===== src/rtl/unified_cache_miss_queue.sv =====
// unified_cache_miss_queue
// In-order FIFO buffering miss packets between the unified cache bank and the
// memory-side interface. Each entry carries an opaque packet plus a critical
// flag. Almost-full status is registered and also forces the outgoing
// critical flag so the bank can raise miss-replay priority.
//
// Ports:
//   clk_in, reset_in         : clock (rising edge), async active-high reset
//   request_in/_valid_in     : packet from the bank
//   request_critical_in      : critical flag of request_in
//   issue_ack_out            : packet accepted this cycle
//   request_out/_valid_out   : head packet towards memory
//   request_critical_out     : head critical flag OR almost-full
//   issue_ack_in             : downstream consumed the head
//   is_about_to_full_out     : occupancy >= ALMOST_FULL_THRESHOLD
//   occupancy_out            : current entry count

`ifndef UNIFIED_CACHE_PACKET_WIDTH_IN_BITS
`define UNIFIED_CACHE_PACKET_WIDTH_IN_BITS 64
`endif

module unified_cache_miss_queue #(
  parameter int unsigned SINGLE_ENTRY_SIZE_IN_BITS = `UNIFIED_CACHE_PACKET_WIDTH_IN_BITS,
  parameter int unsigned QUEUE_SIZE                = 8,
  parameter int unsigned ALMOST_FULL_THRESHOLD     = QUEUE_SIZE - 2
) (
  input  logic                                 clk_in,
  input  logic                                 reset_in,
  input  logic [SINGLE_ENTRY_SIZE_IN_BITS-1:0] request_in,
  input  logic                                 request_valid_in,
  input  logic                                 request_critical_in,
  output logic                                 issue_ack_out,
  output logic [SINGLE_ENTRY_SIZE_IN_BITS-1:0] request_out,
  output logic                                 request_valid_out,
  output logic                                 request_critical_out,
  input  logic                                 issue_ack_in,
  output logic                                 is_about_to_full_out,
  output logic [$clog2(QUEUE_SIZE):0]          occupancy_out
);

  localparam int unsigned PTR_W = $clog2(QUEUE_SIZE);
  localparam int unsigned CNT_W = PTR_W + 1;

  logic [SINGLE_ENTRY_SIZE_IN_BITS-1:0] data_q [QUEUE_SIZE];
  logic [QUEUE_SIZE-1:0]                crit_q;

  logic [PTR_W-1:0] wr_ptr_q, wr_ptr_d;
  logic [PTR_W-1:0] rd_ptr_q, rd_ptr_d;
  logic [CNT_W-1:0] occ_q, occ_d;
  logic             about_full_q, about_full_d;

  logic full_c, empty_c, enq_c, deq_c;

  // Status from the registered counter only; reset gates the accept.
  assign full_c  = (occ_q == CNT_W'(QUEUE_SIZE));
  assign empty_c = (occ_q == '0);
  assign enq_c   = request_valid_in & ~full_c & ~reset_in;
  assign deq_c   = ~empty_c & issue_ack_in;

  // Next-state for pointers, occupancy and almost-full.
  always_comb begin
    wr_ptr_d = wr_ptr_q;
    rd_ptr_d = rd_ptr_q;
    occ_d    = occ_q;
    if (enq_c) wr_ptr_d = wr_ptr_q + PTR_W'(1);
    if (deq_c) rd_ptr_d = rd_ptr_q + PTR_W'(1);
    case ({enq_c, deq_c})
      2'b10:   occ_d = occ_q + CNT_W'(1);
      2'b01:   occ_d = occ_q - CNT_W'(1);
      default: occ_d = occ_q;
    endcase
    about_full_d = (occ_d >= CNT_W'(ALMOST_FULL_THRESHOLD));
  end

  // Control state register.
  always_ff @(posedge clk_in or posedge reset_in) begin
    if (reset_in) begin
      wr_ptr_q     <= '0;
      rd_ptr_q     <= '0;
      occ_q        <= '0;
      about_full_q <= 1'b0;
    end else begin
      wr_ptr_q     <= wr_ptr_d;
      rd_ptr_q     <= rd_ptr_d;
      occ_q        <= occ_d;
      about_full_q <= about_full_d;
    end
  end

  // Storage array; contents are don't-care after reset.
  always_ff @(posedge clk_in) begin
    if (enq_c) begin
      data_q[wr_ptr_q] <= request_in;
      crit_q[wr_ptr_q] <= request_critical_in;
    end
  end

  // Head is zeroed when empty so reset/empty present all-zero outputs.
  assign issue_ack_out        = enq_c;
  assign request_valid_out    = ~empty_c;
  assign request_out          = empty_c ? '0 : data_q[rd_ptr_q];
  assign request_critical_out = (~empty_c & crit_q[rd_ptr_q]) | about_full_q;
  assign is_about_to_full_out = about_full_q;
  assign occupancy_out        = occ_q;

endmodule


===== config.mk =====
export PLATFORM = sky130hd
export DESIGN_NAME = unified_cache_miss_queue
export DESIGN_NICKNAME = d
export VERILOG_FILES = /design/src/rtl/unified_cache_miss_queue.sv
export SDC_FILE = /design/constraint.sdc
export NUM_CORES = 1
export LEC_CHECK = 0
export CAP_MARGIN = 40
export CORE_ASPECT_RATIO = 2
export CORE_MARGIN = 3
export CORE_UTILIZATION = 50
export CTS_CLUSTER_SIZE = 25
export DETAILED_ROUTE_END_ITERATION = 7
export GPL_TIMING_DRIVEN = 0
export MAX_ROUTING_LAYER = met4
export PLACE_DENSITY = 0.69
export SYNTH_ARGS = -nofsm -noshare
export SYNTH_HDL_FRONTEND = slang
export SYNTH_SLANG_ARGS = --single-unit
export TNS_END_PERCENT = 5

===== constraint.sdc =====
create_clock -name clk_in -period 9.4 [get_ports clk_in]
set_input_delay 1.88 -clock clk_in [delete_from_list [all_inputs] [get_ports clk_in]]
set_output_delay 1.88 -clock clk_in [all_outputs]
set_load 0.02 [all_outputs]

==> impl_metrics.csv, run 1 <==
group,metric,value,unit
outcome,run_status,"finished, final reports clean",
floorplanning,fp.dieW,148,um
worst_setup_path,cp_slowest_cell,"clkdlybuf4s50_1",
drt,vias,9662,
placed_design,io_buffers,140,
synth,muxShareOfSynthArea,0.179,
clock_network,htreeDepth,2,
clock_network,cts_inserted_buffers,42,
synth,syn_area,20300,um2
synth,synth-adder-area-share,0.00247,
worst_setup_path,required,7.52,ns
layout,fin_util,0.620,
timing,max_freq,167,MHz
worst_setup_path,crit_arrival,4.09,ns
synth,yosys_warnings,0,
synth,synth_simple_gate_area_share,0.0179,
worst_setup_path,cp_top_family,"buffers and inverters",
drt,drtAntennaViolNets,0,
floorplanning,start_util,0.510,
worst_setup_path,critPathLaunchType,"primary input",
drt,drt-total-wl,43100,um
clock_network,clockBufferDepth,3,
worst_setup_path,path_max_fanout,13,
floorplanning,core,39800,um2
layout,area_growth,21.6,%
layout,multi_input_area,4240,um2
synth,syn_nets,958,
floorplanning,num_rows,103,
timing,tightest_slew,0.851,ns
global_route,antenna_found_initial,1,
timing,finalMaxSlewViolations,0,
synth,synth_area_per_cell,22.9,um2
synth,ys_ff_latch,531,
timing,setup_violations,0,
placed_design,dp_hpwl,30200,um
synth,ys_seq_area_frac,0.783,
power,p_leak,8.17,nW
drt,avgRoutedWirePerCell,25.1,um
global_route,track_usage,0.212,
worst_setup_path,crit_chain,"clkdlybuf4s50_1 > inv_1 > nand3_1 > inv_2 > clkdlybuf4s50_1",
drt,drcViolationCount,0,
timing,period_share,0.635,
drt,via_per_inst,5.64,
drt,drtIter0Drc,804,
clock_network,cts_tree,"built",
global_route,grt_max_degree,19,
layout,register_area,15900,um2
floorplanning,die_h,291,um
clock_network,cts_resized,0,
layout,nets,1228,
worst_setup_path,cp_slowest_stage_delay,0.69,ns
global_route,overflow,0,
synth,synth_compound_area_frac,0.00308,
layout,fillers,2728,
timing,tns,0,ns
worst_setup_path,cp_num_buf_inv,4,
worst_setup_path,cpMostUsedCell,"clkdlybuf4s50_1",
synth,syn_inst,885,
synth,synth_top_family_by_area,"multiplexers",
worst_setup_path,end_kind,"primary output",
clock_network,clk_latency,0.55,ns
global_route,grt_pass1_wl,66200,um
clock_network,postCtsSetupRepairBufs,0,
timing,fin_crit,5.97,ns
layout,layout-drive-gt1-share,0.259,
timing,finClkSkew,0.0129,ns
run,drv_cap,0,
power,peakVddDrop,0.000159,V
worst_setup_path,path_class,"primary input to primary output",
floorplanning,die_area,43200,um2
timing,hold_viol,0,
timing,rsz0062_at_grt,"false",
placed_design,gp_congestion,0.742,
worst_hold_path,worstHoldPathType,"flop to flop",
clock_network,cts_sinks,531,
clock_network,hold_buffers,0,
synth,ys_types,30,
floorplanning,io_pins,141,
clock_network,cts_root_buffer,"clkbuf_16",
timing,slew_headroom,0.426,
global_route,first_global_vias,10500,
clock_network,cts.clk_slew.worst_paths,0.07,ns
power,power_density,302,nW/um2
synth,synth_xor_area_frac,0.00388,
drt,first_pass_iters,4,
## Yosys cell counts, drive strengths merged
master,count,area share
nor2b,1,0.00031
o41ai,1,0.00080
a21o,1,0.00037
edfxtp,520,0.77
nand2b,1,0.00031
nor2,66,0.012
a21oi,2,0.00049
nor3b,2,0.00074
nand3,1,0.00025
a31oi,1,0.0010
mux2i,67,0.033
inv,4,0.00074
dfrtp,11,0.014
xor2,1,0.00043
nand4b,1,0.00043
nor3,2,0.00049
clkbuf,25,0.0046
nor4b,2,0.00086
mux4,130,0.14
or4b,1,0.00068
o21bai,1,0.00037
mux2,3,0.0017
nand2,4,0.00074
buf,22,0.0053
nor4,3,0.00092
xnor2,8,0.0035
ha,4,0.0025
## worst min-delay path, delay by kind of cell (launching register included)
family                   cells  cell delay, ns
adder cells (fa/ha/maj)      1            0.12
flip-flops                   1            0.35
multiplexers                 1            0.13
## state kept, by name, indices dropped and copies added (netlist names)
name                  count
crit_q                    8
data_q                  512
wr_ptr_q                  3
occupancy_out             4
is_about_to_full_out      1
rd_ptr_q                  3
## through the flow
step                      hold slack, ns  cells  area [um2]  setup slack (ns)  power [mW]
after floorplan                    0.565    885       20300            -0.540        4.60
after global placement             0.598   1550       22400             -8.19        5.67
after detailed placement           0.614   1632       23200              3.37        5.76
after CTS                          0.625   1708       24600              3.37        7.57
after global routing               0.630   1713       24700              3.27        7.79
final                              0.623   1713       24700              3.43        7.46
## cell usage in the layout (no fill, tap or decap), types with 3 or more instances in the layout
cell and instances:
buf_1 7, buf_2 16, buf_4 41, buf_6 31, buf_8 7, bufinv_16 6, clkbuf_1 32, clkbuf_16 45
clkdlybuf4s50_1 140, clkinv_1 8, clkinv_2 9, dfrtp_1 11, edfxtp_1 520, ha_1 4, mux2_2 3, mux2i_1 67
mux4_2 130, nand2_1 4, nor2_1 65, xnor2_1 8
## cell type report
class	count	share of cell area
tap	525	0.0266
sequential	531	0.644
timing repair buffer	226	0.0914
antenna	1	0.000101
clock inverter	24	0.0106
clock buffer	52	0.0467
inverter	4	0.000608
multi-input combinational	303	0.172
buffer	47	0.00816
## power breakdown
part / leakage, nW / internal, mW / switching, mW
registers: 4.82 / 2.80 / 0.0669
logic: 2.65 / 1.32 / 1.46
clock network: 0.695 / 1.04 / 0.777
total: 8.17 / 5.16 / 2.30
## worst paths after layout
kind | startpoint | endpoint | slack [ns] | cells after the start
worst max-delay path | reset_in | issue_ack_out | 3.43 | 5
worst min-delay path | rd_ptr_q[1] | rd_ptr_q[1] | 0.62 | 2
worst max register to register | occupancy_out[0] | data_q[1][20] | 6.10 | 10
worst min register to register | rd_ptr_q[1] | rd_ptr_q[1] | 0.62 | 2
max in group asynchronous | reset_in | wr_ptr_q[0] | 7.33 | 2
min in group asynchronous | reset_in | is_about_to_full_out | 1.69 | 2
## routing by layer
metal / routed length, um / track usage / vias up / share of wire
li1: - / - / 4225 / -
met1: 16100 / 0.257 / 5068 / 0.37
met2: 23700 / 0.367 / 275 / 0.55
met3: 1710 / 0.0276 / 94 / 0.040
met4: 1570 / 0.0762 / 0 / 0.036
met5: 0 / - / - / 0
## cell families (layout without fill, tap and decap cells)
family / count (synthesis) / in the layout
adders and majority gates: 4 / 4
and+or+nand+nor: 84 / 84
AOI/OAI and AO/OA: 6 / 6
xor gates and xnor gates: 9 / 9
DFF: 531 / 531
muxes: 200 / 200
other: 0 / 1
buffers and inverters: 51 / 353
Note: power is estimated with default switching activity, not from simulation.
==> run 2, diff against run 1 <==
--- a/config.mk
+++ b/config.mk
@@ -13,7 +13,7 @@
 export DETAILED_ROUTE_END_ITERATION = 7
 export GPL_TIMING_DRIVEN = 0
 export MAX_ROUTING_LAYER = met4
-export PLACE_DENSITY = 0.69
+export PLACE_DENSITY = 0.72
 export SYNTH_ARGS = -nofsm -noshare
 export SYNTH_HDL_FRONTEND = slang
 export SYNTH_SLANG_ARGS = --single-unit
==> constraint.sdc (replaced) <==
create_clock -name clk_in -period 5.3 [get_ports clk_in]
set_input_delay 1.06 -clock clk_in [delete_from_list [all_inputs] [get_ports clk_in]]
set_output_delay 1.06 -clock clk_in [all_outputs]
set_load 0.02 [all_outputs]
==> impl_metrics.csv, run 2 (synthesized netlist as in run 1, its figures left out) <==
group,metric,value,unit
layout,register_area,15900,um2
floorplanning,io_pins,141,
placed_design,place_inst,1619,
placed_design,pre_cts_slack,0.267,ns
worst_hold_path,min_path_cells,2,
placed_design,dp_hpwl,29000,um
layout,nets,1211,
power,power_density,529,nW/um2
worst_setup_path,path_max_fanout,10,
timing,finalMaxSlewViolations,0,
layout,layout-drive-gt1-share,0.248,
clock_network,htreeDepth,2,
global_route,first_global_vias,10400,
clock_network,cts_sinks,531,
clock_network,clockBufferDepth,3,
global_route,overflow,0,
outcome,run_status,"finished, final reports clean",
timing,tns,0,ns
timing,whs,0.627,ns
placed_design,io_buffers,140,
global_route,grt_pass1_wl,64700,um
power,p_leak,8.02,nW
timing,rsz0062_at_grt,"false",
worst_setup_path,crit_arrival,3.75,ns
floorplanning,num_rows,103,
timing,setup_violations,0,
timing,max_freq,208,MHz
layout,layout_common_cells,"edfxtp_1 (520), clkdlybuf4s50_1 (140), mux4_2 (130), mux2i_1 (67), nor2_1 (65)",
drt,vias,9669,
drt,drtAntennaViolNets,0,
clock_network,postCtsSetupRepairBufs,0,
clock_network,cts.clk_slew.worst_paths,0.07,ns
floorplanning,die_area,43200,um2
global_route,grt_max_degree,23,
timing,period_share,0.908,
drt,via_per_inst,5.70,
clock_network,cts_inserted_buffers,41,
drt,drt-total-wl,42200,um
layout,finish.instance_area,24500,um2
layout,multi_input_area,4260,um2
clock_network,cts_root_buffer,"clkbuf_16",
clock_network,clk_latency,0.54,ns
timing,fin_crit,4.81,ns
floorplanning,die_h,291,um
worst_setup_path,reg2reg_depth,10,
clock_network,hold_buffers,0,
clock_network,cts_tree,"built",
timing,finClkSkew,0.0144,ns
power,peakVddDrop,0.000283,V
global_route,track_usage,0.206,
worst_setup_path,end_kind,"primary output",
layout,area_growth,20.5,%
placed_design,placed_cell_area,23200,um2
floorplanning,fp.dieW,148,um
timing,hold_viol,0,
layout,largest_register_ffs,512,
placed_design,gp_congestion,0.740,
layout,top_register,"data_q",
drt,avgRoutedWirePerCell,24.9,um
global_route,antenna_found_initial,5,
layout,final_cells,1696,
drt,drcViolationCount,0,
timing,tightest_slew,0.885,ns
drt,first_pass_iters,4,
timing,setup_ws,0.489,ns
drt,drtIter0Drc,642,
clock_network,cts_resized,0,
timing,slew_headroom,0.404,
worst_setup_path,critPathLaunchType,"flop",
floorplanning,start_util,0.510,
worst_hold_path,worstHoldPathType,"flop to flop",
worst_setup_path,path_class,"flop to primary output",
worst_setup_path,required,4.24,ns
floorplanning,core,39800,um2
run,drv_cap,0,
layout,fillers,2715,
layout,final_common_cell,"edfxtp_1",
[run 2: changes by cell type in the layout (fill, tap and decap cells not counted), sizes merged]
cell	change
buf	-14
clkinvlp	+1
clkinv	+2
clkbuf	-7
bufinv	-3
diode	+4
[run 2: path summary, 6_finish.rpt]
| check | startpoint | endpoint | slack (ns) |
|---|---|---|---|
| max in group asynchronous | reset_in | rd_ptr_q[2] | 4.03 |
| max reg2reg | occupancy_out[0] | data_q[1][53] | 1.65 |
| max | rd_ptr_q[0] | request_out[43] | 0.49 |
| min reg2reg | rd_ptr_q[1] | rd_ptr_q[1] | 0.63 |
| min in group asynchronous | reset_in | wr_ptr_q[0] | 0.88 |
| min | rd_ptr_q[1] | rd_ptr_q[1] | 0.63 |
[run 2: routing by layer]
metal / part of all wire / track usage / vias up
met5: 0 / - / -
met4: 0.035 / 0.0762 / 0
met3: 0.049 / 0.0302 / 85
met2: 0.54 / 0.354 / 276
met1: 0.37 / 0.249 / 5122
li1: - / - / 4186
[run 2: power breakdown]
group | internal, mW | total, mW | switching, mW
combinational | 2.34 | 4.93 | 2.58
clock | 1.57 | 2.93 | 1.36
sequential | 4.97 | 5.09 | 0.125
[run 2: worst max-delay path: stages, from the launching register on]
cell             delay, ns
dfrtp_1               0.35
clkbuf_1              0.22
clkbuf_1              0.61
buf_2                 0.49
mux4_2                0.56
mux2i_1               0.33
nor2_1                0.07
clkdlybuf4s50_1       0.55
[run 2: final cells by class]
class	instances	area share
diodes	5	0.000512
plain buffers	47	0.00824
clock buffers	47	0.0429
clock inverters	24	0.00798
inverters	4	0.000614
multi-input cells	303	0.174
flip-flops and latches	531	0.650
well taps	525	0.0269
repair buffers	210	0.0891
[run 2: metrics by stage]
step,power (mW),util
final,12.9,0.614
after global routing,13.5,0.614
after CTS,13.1,0.614
after detailed placement,10.2,0.582
after global placement,10.0,0.562
after floorplan,8.15,-
==> run 3, diff against run 2 <==
--- a/config.mk
+++ b/config.mk
@@ -5,7 +5,7 @@
 export SDC_FILE = /design/constraint.sdc
 export NUM_CORES = 1
 export LEC_CHECK = 0
-export CAP_MARGIN = 40
+export CAP_MARGIN = 20
 export CORE_ASPECT_RATIO = 2
 export CORE_MARGIN = 3
 export CORE_UTILIZATION = 50
==> impl_metrics.csv, run 3 (synthesized netlist as in run 1, its figures left out) <==
group,metric,value,unit
placed_design,dp_hpwl,28400,um
timing,rsz0062_at_grt,"false",
global_route,top_usage_layer,"met2",
drt,drtIter0Drc,626,
timing,whs,0.632,ns
floorplanning,core,39800,um2
layout,layout-drive-gt1-share,0.237,
drt,drt-total-wl,42200,um
worst_setup_path,path_class,"flop to primary output",
layout,top_register,"data_q",
power,p_leak,8.00,nW
clock_network,cts.clk_slew.worst_paths,0.07,ns
drt,avgRoutedWirePerCell,25.1,um
clock_network,cts_tree,"built",
clock_network,cts_sinks,531,
global_route,met2_usage,0.345,
drt,vias,9637,
floorplanning,die_area,43200,um2
placed_design,io_buffers,140,
layout,final_common_cell,"edfxtp_1",
global_route,grt_pass1_wl,64500,um
run,drv_cap,0,
power,p_switching,4.06,mW
placed_design,place_inst,1601,
floorplanning,die_h,291,um
timing,setup_violations,0,
timing,finalMaxSlewViolations,0,
floorplanning,io_pins,141,
floorplanning,num_rows,103,
clock_network,cts_root_buffer,"clkbuf_16",
worst_setup_path,end_kind,"primary output",
clock_network,htreeDepth,2,
power,comb_power_share,0.369,
timing,tightest_slew,1.13,ns
power,p_int,9.10,mW
worst_setup_path,crit_arrival,4.00,ns
global_route,grtUsageMet1,0.249,
floorplanning,start_util,0.510,
worst_setup_path,cp_top_family,"buffers and inverters",
timing,fin_crit,5.06,ns
power,power_density,537,nW/um2
placed_design,gp_congestion,0.740,
drt,drtAntennaViolNets,0,
drt,drcViolationCount,0,
timing,hold_viol,0,
floorplanning,fp.dieW,148,um
power,p_sw_frac,0.309,
layout,area_growth,20.7,%
worst_setup_path,required,4.24,ns
global_route,grt_max_degree,26,
worst_hold_path,worstHoldPathType,"flop to flop",
power,pwr-share-clk,0.244,
global_route,antenna_found_initial,6,
clock_network,cts_inserted_buffers,43,
worst_setup_path,cp_num_buf_inv,3,
power,power_frac_seq,0.387,
clock_network,clockBufferDepth,3,
global_route,overflow,0,
timing,period_share,0.954,
worst_setup_path,cp_slowest_stage_delay,0.99,ns
layout,fillers,2724,
global_route,track_usage,0.207,
layout,layout_common_cells,"edfxtp_1 (520), clkdlybuf4s50_1 (140), mux4_2 (130), mux2i_1 (67), nor2_1 (65)",
worst_setup_path,critPathLaunchType,"flop",
worst_setup_path,cp_slowest_cell,"nor4_1",
drt,first_pass_iters,5,
outcome,run_status,"finished, final reports clean",
timing,finClkSkew,0.0132,ns
layout,nets,1195,
timing,max_freq,198,MHz
global_route,gr-usage-met3,0.0336,
clock_network,clk_latency,0.55,ns
worst_setup_path,path_max_fanout,10,
timing,slew_headroom,0.240,
clock_network,hold_buffers,0,
worst_setup_path,crit_chain,"nor4_1 > clkbuf_2 > clkbuf_1 > nor2_1 > clkdlybuf4s50_1",
power,peakVddDrop,0.000346,V
layout,largest_register_ffs,512,
layout,final_cells,1684,
global_route,first_global_vias,10400,
drt,via_per_inst,5.72,
-- run 3: cell count changes in the layout (fill, tap and decap cells not counted), sizes merged --
cell           change
buf               -17
clkbuf             +6
bufinv             +3
clkinv             -3
clkdlybuf4s15      -1
clkinvlp           -1
diode              +1
-- run 3: what timing repair did --
action,CTS,global route
buffers inserted,0,0
endpoints found under the setup margin,2,0
gates resized for setup,1,0
-- run 3: final timing paths --
path / cells past startpoint / slack (ns) / endpoint / from
setup reg to reg: 10 / 1.69 / data_q[5][53] / occupancy_out[0]
hold / removal: 2 / 0.63 / rd_ptr_q[1] / rd_ptr_q[1]
min in group asynchronous: 2 / 0.87 / wr_ptr_q[0] / reset_in
setup / recovery: 5 / 0.24 / request_out[62] / occupancy_out[2]
hold reg to reg: 2 / 0.63 / rd_ptr_q[1] / rd_ptr_q[1]
max in group asynchronous: 2 / 4.05 / wr_ptr_q[1] / reset_in
-- run 3: worst register-to-register path: cells and delay by family, from the launching register on --
| kind | cells | cell delay [ns] |
|---|---|---|
| flops | 1 | 0.55 |
| simple gates | 4 | 1.57 |
| buf+inv | 6 | 1.20 |
-- run 3: layer usage --
layer	up-vias	routed length, um
met5	-	0
met4	0	1830
met3	102	2380
met2	349	22500
met1	5027	15400
li1	4159	-
-- run 3: metrics by stage --
| step | setup WS, ns | power [mW] | TNS [ns] | utilization | instance area [um2] |
|---|---|---|---|---|---|
| 3_5_place_dp | 0.321 | 10.1 | 0 | 0.579 | 23100 |
| 6_report | 0.241 | 13.2 | 0 | 0.615 | 24500 |
| 3_3_place_gp | -7.61 | 10.0 | -3032.63 | 0.562 | 22400 |
| 4_1_cts | 0.237 | 13.3 | 0 | 0.614 | 24500 |
| 5_1_grt | 0.132 | 13.7 | 0 | 0.615 | 24500 |
| 2_1_floorplan | -2.14 | 8.15 | -607.09 | - | 20300 |
-- run 3: layout make-up --
class | instances | area [um2] | area share
sequential | 531 | 15900 | 0.649
inverter | 4 | 15.0 | 0.000613
clock inverter | 23 | 256 | 0.0105
antenna | 6 | 15.0 | 0.000613
timing repair buffer | 192 | 2040 | 0.0832
tap | 525 | 657 | 0.0268
buffer | 47 | 203 | 0.00828
clock buffer | 53 | 1160 | 0.0472
multi-input combinational | 303 | 4260 | 0.174
-- run 3: power groups by stage --
stage	Sequential, mW	Clock [mW]	Combinational [mW]
6_report	5.09	3.21	4.86
5_1_grt	5.12	3.42	5.20
4_1_cts	5.10	3.27	4.97
3_5_place_dp	5.19	0	4.94
3_3_place_gp	5.25	0	4.78
2_1_floorplan	5.21	0	2.94
